File: src/rtl/conv_encoder_k3.sv
// conv_encoder_k3 -- rate 1/2, constraint length 3 convolutional encoder.
//
// Accepts one information bit per cycle through a valid/ready input. It emits
// one 2-bit coded symbol {g0,g1} per accepted bit through a valid/ready
// output backed by a single output register.
//
// Optional feature macro CONV_ENC_TAIL_EN:
//   defined   - zero-tail termination. After the in_last bit, two u=0 tail
//               symbols are appended. The second tail symbol carries out_last.
//   undefined - no tail. out_last rides on the symbol of the in_last bit, and
//               the trellis state is cleared on that transfer.
//
// Parameters
//   G0, G1     generator polynomials over taps {u,d1,d2} for symbol bits 1/0
// Ports
//   clk        rising-edge clock
//   rst        synchronous active-high reset
//   in_valid   source presents in_bit/in_last
//   in_ready   encoder accepts a data bit this cycle
//   in_bit     information bit u
//   in_last    final data bit of a frame
//   out_valid  out_sym/out_last valid
//   out_ready  sink accepts the symbol this cycle
//   out_sym    coded symbol {g0,g1}
//   out_last   final symbol of a frame
//   enc_state  trellis state {d1,d2}
//   busy       frame in flight (first accepted bit .. last symbol consumed)
module conv_encoder_k3 #(
  parameter logic [2:0] G0 = 3'b111,
  parameter logic [2:0] G1 = 3'b101
) (
  input  logic       clk,
  input  logic       rst,
  input  logic       in_valid,
  output logic       in_ready,
  input  logic       in_bit,
  input  logic       in_last,
  output logic       out_valid,
  input  logic       out_ready,
  output logic [1:0] out_sym,
  output logic       out_last,
  output logic [1:0] enc_state,
  output logic       busy
);

  typedef enum logic [1:0] {DATA, TAIL1, TAIL2} fsm_t;

  fsm_t       state_q, state_d;
  logic       slot_free;
  logic       in_xfer;
  logic       load;
  logic       u;
  logic       sym_last;
  logic [1:0] nxt_enc;
  logic       consume_last;

  function automatic logic [1:0] encode(input logic bit_u, input logic [1:0] st);
    logic [2:0] taps;
    taps = {bit_u, st};
    return {^(taps & G0), ^(taps & G1)};
  endfunction

  // The output register can take a new symbol when it is empty or being drained.
  assign slot_free    = !out_valid || out_ready;
  assign in_ready     = (state_q == DATA) && slot_free;
  assign in_xfer      = in_valid && in_ready;
  assign consume_last = out_valid && out_ready && out_last;

  always_comb begin
    state_d  = state_q;
    load     = 1'b0;
    u        = 1'b0;
    sym_last = 1'b0;
    nxt_enc  = {1'b0, enc_state[1]};  // shift in a zero (tail bit)
    case (state_q)
      DATA: begin
        if (in_xfer) begin
          load    = 1'b1;
          u       = in_bit;
          nxt_enc = {in_bit, enc_state[1]};
`ifdef CONV_ENC_TAIL_EN
          if (in_last) state_d = TAIL1;
`else
          // Without a tail, the next frame must still start from state 00.
          sym_last = in_last;
          if (in_last) nxt_enc = 2'b00;
`endif
        end
      end
`ifdef CONV_ENC_TAIL_EN
      TAIL1: begin
        if (slot_free) begin
          load    = 1'b1;
          state_d = TAIL2;
        end
      end
      TAIL2: begin
        if (slot_free) begin
          load     = 1'b1;
          sym_last = 1'b1;
          state_d  = DATA;
        end
      end
`endif
      default: state_d = DATA;
    endcase
  end

  always_ff @(posedge clk) begin
    if (rst) begin
      state_q   <= DATA;
      enc_state <= 2'b00;
      out_valid <= 1'b0;
      out_sym   <= 2'b00;
      out_last  <= 1'b0;
      busy      <= 1'b0;
    end else begin
      state_q <= state_d;
      // The symbol and the state only move on a load. A stalled symbol
      // therefore stays put together with its trellis state.
      if (load) begin
        out_valid <= 1'b1;
        out_sym   <= encode(u, enc_state);
        out_last  <= sym_last;
        enc_state <= nxt_enc;
      end else if (out_ready) begin
        out_valid <= 1'b0;
      end
      // The next frame's first bit may land on the same cycle as the previous
      // frame's last symbol. Acceptance wins in that case.
      if (in_xfer)           busy <= 1'b1;
      else if (consume_last) busy <= 1'b0;
    end
  end

endmodule

File: config.mk
export PLATFORM = sky130hd
export DESIGN_NAME = conv_encoder_k3
export DESIGN_NICKNAME = d
export VERILOG_FILES = /design/src/rtl/conv_encoder_k3.sv
export SDC_FILE = /design/constraint.sdc
export NUM_CORES = 1
export LEC_CHECK = 0
export BUFFER_PORTS_ARGS = -buffer_cell sky130_fd_sc_hd__buf_4
export CAP_MARGIN = 20
export CELL_PAD_IN_SITES_DETAIL_PLACEMENT = 2
export CELL_PAD_IN_SITES_GLOBAL_PLACEMENT = 2
export CORE_MARGIN = 4
export CORE_UTILIZATION = 23
export DETAILED_ROUTE_END_ITERATION = 10
export GPL_TIMING_DRIVEN = 0
export PLACE_DENSITY = 0.78
export SYNTH_ARGS = -nofsm -noshare
export SYNTH_HDL_FRONTEND = slang
export SYNTH_SLANG_ARGS = --single-unit
File: constraint.sdc
create_clock -name clk -period 1.2 [get_ports clk]
set_clock_uncertainty 0.1 [all_clocks]
set_input_delay 0.18 -clock clk [delete_from_list [all_inputs] [get_ports clk]]
set_output_delay 0.18 -clock clk [all_outputs]
set_load 0.02 [all_outputs]
# After elaboration in Yosys (flattened, before gate mapping)
# Index checks and enable logic that the tools add are counted.
[classes]
n_mux = 9
n_reduce_logical = 9
[ops]
columns = ["cell", "n"]
rows = [
  ["$mux 1", 7],
  ["$reduce_xor 3->1", 2],
  ["$mux 2", 2],
  ["$reduce_bool 2->1", 2],
  ["$logic_and 1x1->1", 3],
  ["$logic_not 1->1", 1],
  ["$logic_or 1x1->1", 1],
]
[word_totals]
regBits = 7
in_bits = 6
out_inout_bits = 8
wordCells = 23

# Logic depth before layout (Yosys ltp)
[depth]
depth_word = 5
depth_mapped = 4
mapped_depth_nobuf = 4

# Worst setup path before layout
# Ideal clock, no wire load.
[synth_path]
path_kind = "register to register"
from = "register out_valid"
to = "register out_sym[0]"
required_time_ns = 0.965
n_path_buf = 0
synth_period_minus_slack_ns = 1.205
path_slack_ns = -0.005
setup_time_ns = 0.135
stages_incl_launch_ff = 5
arrival_time_ns = 0.971
path_cell_list = "dfxtp_1 nor2b_4 inv_4 a21oi_2 a311oi_2"
[synth_between]
elab_chain_cells = 5
elab_cells_between_ends = 6
cone_classes = "mux (2); reduce/logical (4)"
[synth_rtl]
columns = ["item", "line_no", "rtl"]
rows = [
  ["start, declared", "38", "output logic out_valid,"],
  ["start signal, assigned", "113", "out_valid <= 1'b0;"],
  ["start signal, assigned", "122", "out_valid <= 1'b1;"],
  ["start signal, assigned", "127", "out_valid <= 1'b0;"],
  ["$logic_not 1->1 (*)", "64", "assign slot_free = !out_valid || out_ready;"],
  ["$logic_or 1x1->1 (*)", "64", ""],
  ["named net in_ready", "35", "output logic in_ready,"],
  ["$logic_and 1x1->1 (*)", "66", "assign in_xfer = in_valid && in_ready;"],
  ["$mux 1", "77", "if (in_xfer) begin"],
  ["$reduce_xor 3->1", "60", "return {^(taps & G0), ^(taps & G1)};"],
  ["end signal, assigned", "123", "out_sym <= encode(u, enc_state);"],
  ["end, declared", "40", "output logic [1:0] out_sym,"],
]
# Mark *: on every way through the listed nets, which the timed path passes. The rest lies on a longest branch.
# A chain may end at the register's enable or synchronous reset.

# Worst setup path in the final report
[layout_path]
from = "register out_valid"
to = "output in_ready"
[layout_between]
elab_chain_cells = 2
[layout_rtl]
columns = ["item", "line_no"]
rows = [
  ["$logic_not 1->1", "64"],
  ["$logic_or 1x1->1", "64"],
  ["end, declared", "35"],
]
# No other way between the ends.

==> impl_results.md <==
- Status: complete, no violations
- Global-route wire length before repair: 1760 um
- Setup violators final: 0
- HPWL Detailed: 720 um
- Reg2reg end: out_sym[1]
- GR Overflow Total: 0
- RePlAce Congestion: 0.628
- Inst Count DP: 59
- HP Class: in -> reg
- CP max stage cell: dfxtp_2
- Logic pwr share: 20.5%
- Footprint of the multi-input gates: 169 um^2
- Area Overhead vs Synth: 50.4%
- DRT Wirelength: 1060 um
- Final setup margin: 0.00541 ns
- Setup Slack @ Placement: -0.00680 ns
- Crit path max-delay family: flip-flops
- IO buf count: 11
- Clock power frac: 37.1%
- Startpoint Class: flop
- Vias: 332
- Non-filler cells, final: 66
- PD cells: 1240 mW/mm^2
- R2R Setup Slk: 0.04 ns
- Violation count after the first detailed-route iteration: 4
- Die Height: 45.5 um
- DIE AREA: 0.00207 mm^2
- LEAKAGE: 0.000207 uW
- Post-route minimum period: 1.19 ns
- Crit path max fanout: 2
- WHS Path Cells: 2
- Worst-skew pair later-pin latency: 0.25 ns
- Largest net degree at the start of global routing: 9
- Switching Fraction: 28.6%
- Data arrival, critical path: 0.91 ns
- Post-synth cell types: 20
- Crit. End Element: primary output
- Ys Warns: 0
- Number of max-cap violations: 0
- I/O pins: 14
- RSZ-0062 raised after global routing: true
- Critical-path cell list: nor2b_4 -> inv_4 -> buf_6
- P_int: 431 uW
- TritonCTS clock tree: built
- Seq pwr share: 42.4%
- Fin crit share: 99.5%
- DRT Pass-1 Iters: 4
- CP Class: reg -> out
- Worst Max-Slew Pin Slew: 0.388 ns
- Initial core utilization: 24.5%
- Slowest stage delay, CP: 0.33 ns
- Hold path startpoint: in_valid
- Storage element area: 141 um^2
- Final count of pins violating max slew: 0
- Worst Path Buf+Inv: 2
- DIE WIDTH: 45.5 um
- DRC viols: 0
- CTS buffer count: 3
- Slew Limit Headroom: 74.1%
- Wirelength per Cell: 16.1 um
- Vias in the first global route: 371
- Diode count: 0
- Antenna Nets Post-Route: 0
- Worst Hold Path EP: out_sym[0]
- Avg Cell Area, Syn: 9.78 um^2
- R2R Path Start: out_valid
- Initial antenna violation count: 0
- Worst EP required: 0.92 ns
- Synthesized flop and latch total: 7
- Vias per cell: 5.03
- Reg2Reg Depth: 4
- Clk root buf: clkbuf_4
- Post-Syn Instances: 33
- Peak supply drop: 602 uV
- H-tree depth: 1
- Worst-path clk slew: 0.06 ns
- Final hold vios: 0
- Net Count, Synth: 39
- Tot GR Track Use: 11.8%
- Floorplan row count: 13
- Net Sw Power: 173 uW
- Core area: 0.00132 mm^2
- Nets: 58
- Post-synthesis sequential area ratio: 43.4%
- Synth Cell Area: 323 um^2
- Total power: 604 uW
- Clock sinks: 7
- Share of cells above drive strength 1: 49.0%
- # hold bufs at CTS: 0
- FILL cells: 152
- Max Freq: 837 MHz
- Clock tree buffer depth: 2
Yosys cell counts, drive strengths merged:
| cell type | instances | area (um^2) |
|---|---|---|
| dfxtp | 7 | 140 |
| a21oi | 5 | 28.8 |
| o21ai | 4 | 20.0 |
| buf | 2 | 11.3 |
| inv | 2 | 10.0 |
| nand4b | 2 | 17.5 |
| nor2b | 2 | 20.0 |
| a211oi | 1 | 7.51 |
| a311oi | 1 | 15.0 |
| nand2 | 1 | 3.75 |
| nand3 | 1 | 5.00 |
| nor2 | 1 | 3.75 |
| o22ai | 1 | 6.26 |
| o41ai | 1 | 16.3 |
| xnor2 | 1 | 8.76 |
| xor2 | 1 | 8.76 |
how the worst max path moves through the flow:
| stage | from | end | depth (start not counted) |
|---|---|---|---|
| final | out_valid | in_ready | 3 |
| after global routing | out_valid | in_ready | 3 |
| after CTS | out_valid | in_ready | 3 |
| after detailed placement | enc_state[0] | out_sym[1] | 3 |
| after global placement | enc_state[0] | out_sym[1] | 3 |
| after floorplan | enc_state[0] | out_sym[1] | 3 |
layout by cell type (no fill, tap or decap):
| cell | instances |
|---|---|
| buf_4 | 14 |
| dfxtp_1 | 6 |
| o21ai_0 | 4 |
| a21oi_1 | 4 |
| clkbuf_4 | 3 |
| nand4b_1 | 2 |
| nor2b_4 | 1 |
| inv_4 | 1 |
| nand3_1 | 1 |
| inv_1 | 1 |
| buf_1 | 1 |
| nand2_1 | 1 |
| o22ai_1 | 1 |
| nor2_1 | 1 |
| a211oi_1 | 1 |
| xnor2_2 | 1 |
| a21oi_2 | 1 |
| a311oi_2 | 1 |
| xor2_1 | 1 |
| nor2b_1 | 1 |
| o41ai_2 | 1 |
| clkbuf_1 | 1 |
| dfxtp_2 | 1 |
| buf_6 | 1 |
metrics by stage:
| stage | util [%] | setup TNS, ns | hold slack, ns | instance area (um^2) |
|---|---|---|---|---|
| 4_1_cts | 36.8 | 0 | 0.104 | 485 |
| 3_3_place_gp | 32.3 | 0 | 0.336 | 425 |
| 5_1_grt | 36.8 | -0.0512 | 0.117 | 485 |
| 2_1_floorplan | - | 0 | 0.240 | 324 |
| 6_report | 36.8 | 0 | 0.108 | 485 |
| 3_5_place_dp | 32.3 | -0.00680 | 0.349 | 425 |
power by group through the flow:
stage | clock, uW | combinational [uW] | sequential (uW)
CTS | 233 | 124 | 256
detailed placement | 0 | 112 | 262
global placement | 0 | 108 | 261
finish | 224 | 124 | 256
floorplan | 0 | 48.4 | 278
global route | 246 | 133 | 258
kinds of logic (layout without fill, tap and decap cells):
kind of cell | Yosys count | in the layout | synth area share [%]
buffers and inverters | 4 | 22 | 6.59
DFF | 7 | 7 | 43.4
xor gates and xnor gates | 2 | 2 | 5.43
AOI/OAI and AO/OA | 13 | 13 | 29.1
and+or+nand+nor | 7 | 7 | 15.5
registers in the layout, summed over array words and instances, names as in the netlist:
| register | flops |
|---|---|
| out_last | 1 |
| out_valid | 1 |
| busy | 1 |
| out_sym | 2 |
| enc_state | 2 |
area by class of cell:
cell class | count | area share, %
multi-input cells | 22 | 34.8
plain buffers | 2 | 2.32
well taps | 15 | 3.87
repair buffers | 14 | 22.4
inverters | 2 | 2.06
flip-flops and latches | 7 | 29.1
clock buffers | 4 | 5.41
what timing repair did:
| action | in CTS | in global routing |
|---|---|---|
| setup endpoints to repair | 2 | 1 |
| resized for setup | 2 | 0 |
| setup buffers | 3 | 0 |
layer usage:
layer | global-route usage [%] | routed length (um) | share of wire (%) | vias up
li1 | - | - | - | 158
met1 | 14.4 | 440 | 41 | 165
met2 | 20.6 | 557 | 52 | 9
met3 | 4.74 | 63 | 5.9 | 0
met4 | 0 | 0 | 0 | 0
met5 | 0 | 0 | 0 | -
Note: power is estimated with default switching activity, not from simulation.
